[config.mk]
export PLATFORM = sky130hd
export DESIGN_NAME = fft_frame_buffer
export DESIGN_NICKNAME = d
export VERILOG_FILES = /design/src/rtl/fftbuf_pkg.sv /design/src/rtl/fft_frame_ram.sv /design/src/rtl/fft_frame_buffer.sv
export SDC_FILE = /design/constraint.sdc
export NUM_CORES = 2
export LEC_CHECK = 0
export BUFFER_PORTS_ARGS = -buffer_cell sky130_fd_sc_hd__buf_2
export CORE_AREA = 8 8 482 484
export CTS_CLUSTER_SIZE = 30
export DETAILED_ROUTE_END_ITERATION = 6
export DIE_AREA = 0 0 490 492
export GPL_TIMING_DRIVEN = 0
export PLACE_DENSITY = 0.48
export SYNTH_ARGS = -nofsm -noshare
export SYNTH_HDL_FRONTEND = slang
export SYNTH_HIERARCHICAL = 1
export SYNTH_SLANG_ARGS = --single-unit
export TNS_END_PERCENT = 5
[constraint.sdc]
create_clock -name clk -period 3.36 [get_ports clk]
set_input_delay 0.168 -clock clk [delete_from_list [all_inputs] [get_ports clk]]
set_output_delay 0.168 -clock clk [all_outputs]
set_load 0.05 [all_outputs]
[src/rtl/fftbuf_pkg.sv]
// fftbuf_pkg: shared read-FSM state, address-width helpers and bit reversal for the frame buffer
package fftbuf_pkg;
  typedef enum logic {IDLE, BURST} rd_state_t;
  function automatic int idx_w(input int frame_len);
    return $clog2(frame_len);
  endfunction
  function automatic int slot_w(input int num_frames);
    return $clog2(num_frames);
  endfunction
  function automatic int addr_w(input int frame_len, input int num_frames);
    return idx_w(frame_len) + slot_w(num_frames);
  endfunction
  function automatic logic [31:0] bitrev(input logic [31:0] idx, input int w);
    logic [31:0] r;
    r = '0;
    for (int i = 0; i < w; i++) r[i] = idx[w-1-i];
    return r;
  endfunction
endpackage

[src/rtl/fft_frame_ram.sv]
// fft_frame_ram: simple dual-port frame RAM, one write port, registered read port with enable
module fft_frame_ram #(
  parameter int DATA_W = 16,
  parameter int DEPTH = 128,
  parameter int ADDR_W = 7
) (
  input  logic              clk,
  input  logic              we,
  input  logic [ADDR_W-1:0] waddr,
  input  logic [DATA_W-1:0] wdata,
  input  logic              re,
  input  logic [ADDR_W-1:0] raddr,
  output logic [DATA_W-1:0] rdata
);
  logic [DATA_W-1:0] mem [DEPTH];
  always_ff @(posedge clk) begin
    if (we) mem[waddr] <= wdata;
    if (re) rdata <= mem[raddr];
  end
endmodule

[src/rtl/fft_frame_buffer.sv]
// fft_frame_buffer: codec-to-FFT frame buffer with prefetching stream output; FFTBUF_BITREV_EN selects bit-reversed readout
module fft_frame_buffer
  import fftbuf_pkg::*;
#(
  parameter int DATA_W = 16,
  parameter int FRAME_LEN = 64,
  parameter int NUM_FRAMES = 2
) (
  input  logic                              clk,
  input  logic                              rst,
  input  logic                              DVI,
  input  logic [DATA_W-1:0]                 dataIn,
  output logic                              DVO,
  input  logic                              rdy,
  output logic [DATA_W-1:0]                 dataOut,
  output logic                              sop,
  output logic                              eop,
  output logic [$clog2(NUM_FRAMES+1)-1:0]   frames_ready,
  output logic                              overflow
);
  localparam int IDX_W = idx_w(FRAME_LEN);
  localparam int SLOT_W = slot_w(NUM_FRAMES);
  localparam int ADDR_W = addr_w(FRAME_LEN, NUM_FRAMES);
  localparam int FR_W = $clog2(NUM_FRAMES + 1);
  localparam logic [FR_W-1:0] FULL = FR_W'(NUM_FRAMES);
  rd_state_t state;
  logic [IDX_W-1:0] wr_idx, rd_idx, rd_addr_idx;
  logic [SLOT_W-1:0] wr_slot, rd_slot;
  logic [DATA_W-1:0] ram_q;
  logic accept, commit, out_en, eop_xfer, room, avail, issue, last;
  logic rv, s1_sop, s1_eop, pend;
  assign accept = DVI && frames_ready < FULL;
  assign commit = accept && &wr_idx;
  assign out_en = !DVO || rdy;
  assign eop_xfer = DVO && rdy && eop;
  assign room = !rv || out_en;
  assign avail = frames_ready > FR_W'(pend);
  assign issue = room && (state == BURST || avail);
  assign last = &rd_idx;
`ifdef FFTBUF_BITREV_EN
  assign rd_addr_idx = IDX_W'(bitrev(32'(rd_idx), IDX_W));
`else
  assign rd_addr_idx = rd_idx;
`endif
  fft_frame_ram #(.DATA_W(DATA_W), .DEPTH(NUM_FRAMES * FRAME_LEN), .ADDR_W(ADDR_W)) u_ram (
    .clk(clk),
    .we(accept),
    .waddr({wr_slot, wr_idx}),
    .wdata(dataIn),
    .re(issue),
    .raddr({rd_slot, rd_addr_idx}),
    .rdata(ram_q)
  );
  always_ff @(posedge clk) begin
    if (rst) begin
      wr_idx <= '0;
      wr_slot <= '0;
      frames_ready <= '0;
      overflow <= 1'b0;
    end else begin
      if (accept) wr_idx <= wr_idx + 1'b1;
      if (commit) wr_slot <= wr_slot + 1'b1;
      frames_ready <= frames_ready + FR_W'(commit) - FR_W'(eop_xfer);
      overflow <= overflow | (DVI && !accept);
    end
  end
  always_ff @(posedge clk) begin
    if (rst) begin
      state <= IDLE;
      rd_idx <= '0;
      rd_slot <= '0;
      pend <= 1'b0;
      rv <= 1'b0;
      s1_sop <= 1'b0;
      s1_eop <= 1'b0;
      DVO <= 1'b0;
      sop <= 1'b0;
      eop <= 1'b0;
      dataOut <= '0;
    end else begin
      if (issue) begin
        rd_idx <= rd_idx + 1'b1;
        s1_sop <= rd_idx == '0;
        s1_eop <= last;
        if (last) rd_slot <= rd_slot + 1'b1;
        state <= (!last || frames_ready > FR_W'(1) || commit) ? BURST : IDLE;
      end
      rv <= issue || (rv && !out_en);
      pend <= (issue && last) || (pend && !eop_xfer);
      if (out_en) begin
        DVO <= rv;
        sop <= rv && s1_sop;
        eop <= rv && s1_eop;
        if (rv) dataOut <= ram_q;
      end
    end
  end
endmodule

# After elaboration in Yosys (flattened, before gate mapping)

Memory sizes are Yosys's and may differ from the RTL's. A register that Yosys moved wholly into a read port is not among the register bits.
Cells that the tools add are included.

Bits in registers: 41
Latch bits: 0
RAM bits: 2048
Bits in read-only memories: 0
Output and inout bits: 22
Logic and storage cells: 58
Memories kept: 1

$add $sub $neg: 6
$mul: 0
Divide/modulo/power cells: 0
Order comparisons: 3
Equal/unequal tests: 0
Shift-type cells: 0
Mux-type cells: 3
Bitwise logic cells: 1
Reduce and logical (&&, ||, !) cells: 29

Memories:

| name      | words | width | rd ports | clocked after Yosys merged registers in | wr ports | line                | text |
|---|---|---|---|---|---|---|---|
| u_ram.mem | 128   | 16    | 1        | 1                                       | 1        | fft_frame_ram.sv:15 | `logic [DATA_W-1:0] mem [DEPTH];` |

Operators with widths:

| cell                                                                            | count |
|---|---|
| 6-bit by 1-bit adder with 6-bit output, second input constant                   | 2 |
| 6-bit AND reduction                                                             | 2 |
| 1-bit logical AND                                                               | 11 |
| 1-bit logical OR                                                                | 7 |
| 7-bit AND reduction                                                             | 1 |
| 1-bit logical NOT                                                               | 6 |
| 6-bit logical NOT                                                               | 1 |
| 1-bit 2-to-1 mux                                                                | 3 |
| 1-bit adder, second input constant                                              | 2 |
| 2-bit by 1-bit adder with 2-bit output                                          | 1 |
| 2-bit by 1-bit greater-than comparator with 1-bit output                        | 1 |
| 2-bit by 1-bit greater-than comparator with 1-bit output, second input constant | 1 |
| 2-bit less-than comparator, second input constant                               | 1 |
| 2-bit AND reduction                                                             | 1 |
| 2-bit by 1-bit subtractor with 2-bit output                                     | 1 |
| 1-bit bitwise OR                                                                | 1 |

# Logic depth before layout (Yosys ltp)

Word-level depth: 6
Gate-level depth with buffers: 10

# By module

Netlist, hierarchy kept.

Modules (own cells, without submodules):

| module           | times used | cells an instance | area each (sq um) | seq. area each (sq um) |
|---|---|---|---|---|
| fft_frame_ram    | 1          | 3086              | 78683.0           | 61979.4 |
| fft_frame_buffer | 1          | 193               | 1661.6            | 820.8 |

# Least setup slack after synthesis

No wires, ideal clock.

Kind: register -> register
From: register rd_idx[0] (netlist: rd_addr_idx[0])
To: register u_ram.rdata[0] (read register of u_ram.mem), data pin
Setup time: 0.260 ns
Data arrival time: 2.806 ns
Required time: 3.100 ns
Slack: 0.294 ns
Stages on the path, launching flop included: 7
Path buffers: 2
Path through: dfxtp_1 > buf_2 > buf_1 > mux4_2 > mux4_2 > mux4_2 > mux2_2

RTL lines:

| element                | line                   | text |
|---|---|---|
| from (decl)            | fft_frame_buffer.sv:27 | `logic [IDX_W-1:0] wr_idx, rd_idx, rd_addr_idx;` |
| from (signal assigned) | fft_frame_buffer.sv:82 | `rd_idx <= rd_idx + 1'b1;` |
| to (decl)              | fft_frame_ram.sv:13    | `output logic [DATA_W-1:0] rdata` |

==> impl_metrics.yaml <==
routing:
  wirelength_um: 220800
  route.detailed.drc: 0
  first_pass_iters: 5
  drtAntennaViolNets: 0
  initialDrtViolationCount: 3782
  vias_per_cell: 5.339
  vias: 37100
  wl_per_cell_um: 31.77
final_layout:
  register_area_um2: 62810
  multi_input_area_um2: 17300
  nets: 3793
  fin_util_pct: 43.24
  instances_no_fill: 6948
  area.growth.synth_to_final_pct: 20.57
  fillCellCount: 19020
  drive_above_1_share_pct: 38.37
sta:
  finalSetupViolCount: 16
  period_share_pct: 104.2
  timing_hold_violations_final: 0
  fin_ws_ps: -141.7
  drv_slew: 0
  max_clock_freq_mhz: 285.6
  worst_slew_pin_slew_ps: 1198
  rsz0062_at_grt: "true"
  finClkSkew_ps: 25.58
  relSlewSlack_pct: 20.13
  layout_min_cycle_time_ps: 3502
  fin_tns_setup_ps: -1350
worst_setup_path:
  start_kind: "flip-flop"
  worstPathArrival_ps: 4080
  cp_max_fo: 10
  worstSetupEndpointType: "flip-flop"
  required_ps: 3940
  criticalPathCategory: "reg2reg"
status:
  violations: "negative setup slack"
  outcome: "finished with violations"
synthesis:
  postSynthAreaPerCell_um2: 24.50
  syn_area_um2: 80340
  yosysMostFrequentCell: "edfxtp_1"
  synthTopCellsByArea: "edfxtp_1 (77%), mux4_2 (19%), dfxtp_1 (1.0%)"
  synth_cells: 3279
  syn-num-nets: 3305
  synth_cell_types: 35
  synth_top_area_share_pct: 77.14
  seq_area_frac_synth_pct: 78.16
  yosysTopAreaCell: "edfxtp_1"
  async_flop_share_pct: 0
  synth_edf_count: 2064
  synth_ff_type: "edfxtp_1"
  ys_warn_count: 6
  synth_seq_cells: 2105
  synthTopCellsByCount: "edfxtp_1 (2064), mux4_2 (672), nor2_1 (142)"
cts:
  h-tree-depth: 4
  clk_path_buf_depth: 3
  cts.sink_count: 2105
  numCtsBuffers: 220
  root_buffer: "clkbuf_16"
  tritoncts: "yes"
  clkTransAtPathRegs_ps: 60
  clk_latency_ps: 850
grt:
  grt_usage_pct: 17.97
  grt_pass1_vias: 37790
  antenna_found_initial: 20
  overflow: 0
  grt_pass1_wl_um: 307400
  grt_max_degree: 94
placed_design:
  hpwlAfterDp_um: 148700
  dp_cells: 6463
  gp_congestion: 0.8173
  io_buffers: 41
floorplanning:
  die_w_um: 490
  dieArea_um2: 241100
  core_area_um2: 224000
  rows: 174
  die_height_um: 492
  initial_utilization_pct: 35.86
  ios: 42
worst_hold_path:
  hp-class: "in2reg"
pwr:
  p_total_mw: 53.19
  p_per_area_nw_per_um2: 549.1
  leakagePower_nw: 29.03
  ir_worst_vdd_v: 0.0004325
flow_run:
  maxCapViolations: 0
## critical path: stages (launching register included)
cell and delay (ps):
dfxtp_4 380, buf_12 170, buf_12 130, buf_12 100, buf_16 160, buf_16 170, mux4_2 530, mux4_2 590
mux4_2 640, mux2_4 350
## state kept, by name, indices dropped and copies added (netlist names), 2 cells and up
register      flops
rd_addr_idx       6
frames_ready      2
wr_idx            6
u_ram/mem      2048
u_ram/rdata      16
dataOut          16
## kinds of logic (layout without fill, tap and decap cells)
kind of cell | count (synthesis) | after routing | synth area share [%]
xor gates and xnor gates | 14 | 14 | 0.1526
and+or+nand+nor | 253 | 253 | 1.322
other | 0 | 5 | 0
buffers and inverters | 180 | 852 | 0.9484
DFF | 2105 | 2105 | 78.16
muxes | 690 | 690 | 19.09
adders and majority gates | 6 | 6 | 0.09344
AOI/OAI and AO/OA | 31 | 31 | 0.2336
## worst paths after layout
check	slack, ps	end	startpoint	cells after the start
max	-140	u_ram/rdata[3]	rd_addr_idx[0]	9
min	110	frames_ready[0]	rst	3
max reg2reg	-140	u_ram/rdata[3]	rd_addr_idx[0]	9
min reg2reg	450	dataOut[6]	dataOut[6]	2
## per-layer routing
metal  global-route usage, %  wire (µm)  vias to the layer above
met5                       0         13                        -
li1                        -          -                    15190
met2                   28.80     106400                     1100
met1                   25.79      95820                    20560
met3                   3.370      14250                      245
met4                   3.906       4288                        2
## placed cells by master, fill, tap and decap left out, drive strengths merged
| master | instances |
|---|---|
| a2111o | 1 |
| a2111oi | 1 |
| a211oi | 3 |
| a21oi | 24 |
| a31oi | 1 |
| and2 | 1 |
| and3 | 2 |
| and3b | 1 |
| buf | 330 |
| bufinv | 15 |
| clkbuf | 366 |
| clkdlybuf4s15 | 2 |
| clkdlybuf4s18 | 1 |
| clkinv | 99 |
| clkinvlp | 6 |
| dfxtp | 41 |
| diode | 5 |
| dlygate4sd3 | 19 |
| edfxtp | 2064 |
| ha | 6 |
| inv | 14 |
| mux2 | 16 |
| mux2i | 2 |
| mux4 | 672 |
| nand2 | 54 |
| nand2b | 6 |
| nand3 | 18 |
| nand3b | 1 |
| nand4 | 6 |
| nor2 | 142 |
| nor2b | 10 |
| nor3 | 9 |
| nor4 | 1 |
| o41ai | 1 |
| or2 | 1 |
| or3 | 1 |
| xnor2 | 8 |
| xor2 | 6 |
## metrics by stage
stage                     hold slack (ps)  cell area (µm²)  setup WS [ps]
after floorplan                     239.6            80340          294.2
after global placement              430.5            84290          -2479
after detailed placement            440.2            87370          -2015
after CTS                           34.12            96830         -131.2
after global routing                71.50            96860         -143.5
final                               110.9            96870         -141.7
## what timing repair did
action	CTS	global route
pin swaps	3	0
endpoints found under the hold margin	910	0
endpoints found under the setup margin	863	646
cloned	17	0
resized for setup	464	15
hold buffers	19	0
buffers inserted	38	0
## report_power, final
part	switching, mW	internal, mW	total, mW	leakage, nW
clock	10.1	13.3	23.5	3.36
combinational	0.671	0.182	0.853	6.78
sequential	0.0101	28.9	28.9	18.9
## area by class of cell
cell class / count / area share (%)
Multi-Input combinational cell: 994 / 17.86
Timing Repair Buffer: 266 / 4.234
Antenna cell: 5 / 0.01292
Sequential cell: 2105 / 64.83
Buffer: 174 / 2.050
Inverter: 6 / 0.02325
Tap cell: 2992 / 3.865
Clock inverter: 128 / 1.130
Clock buffer: 278 / 5.996
Power figures use the tool's default switching activity.
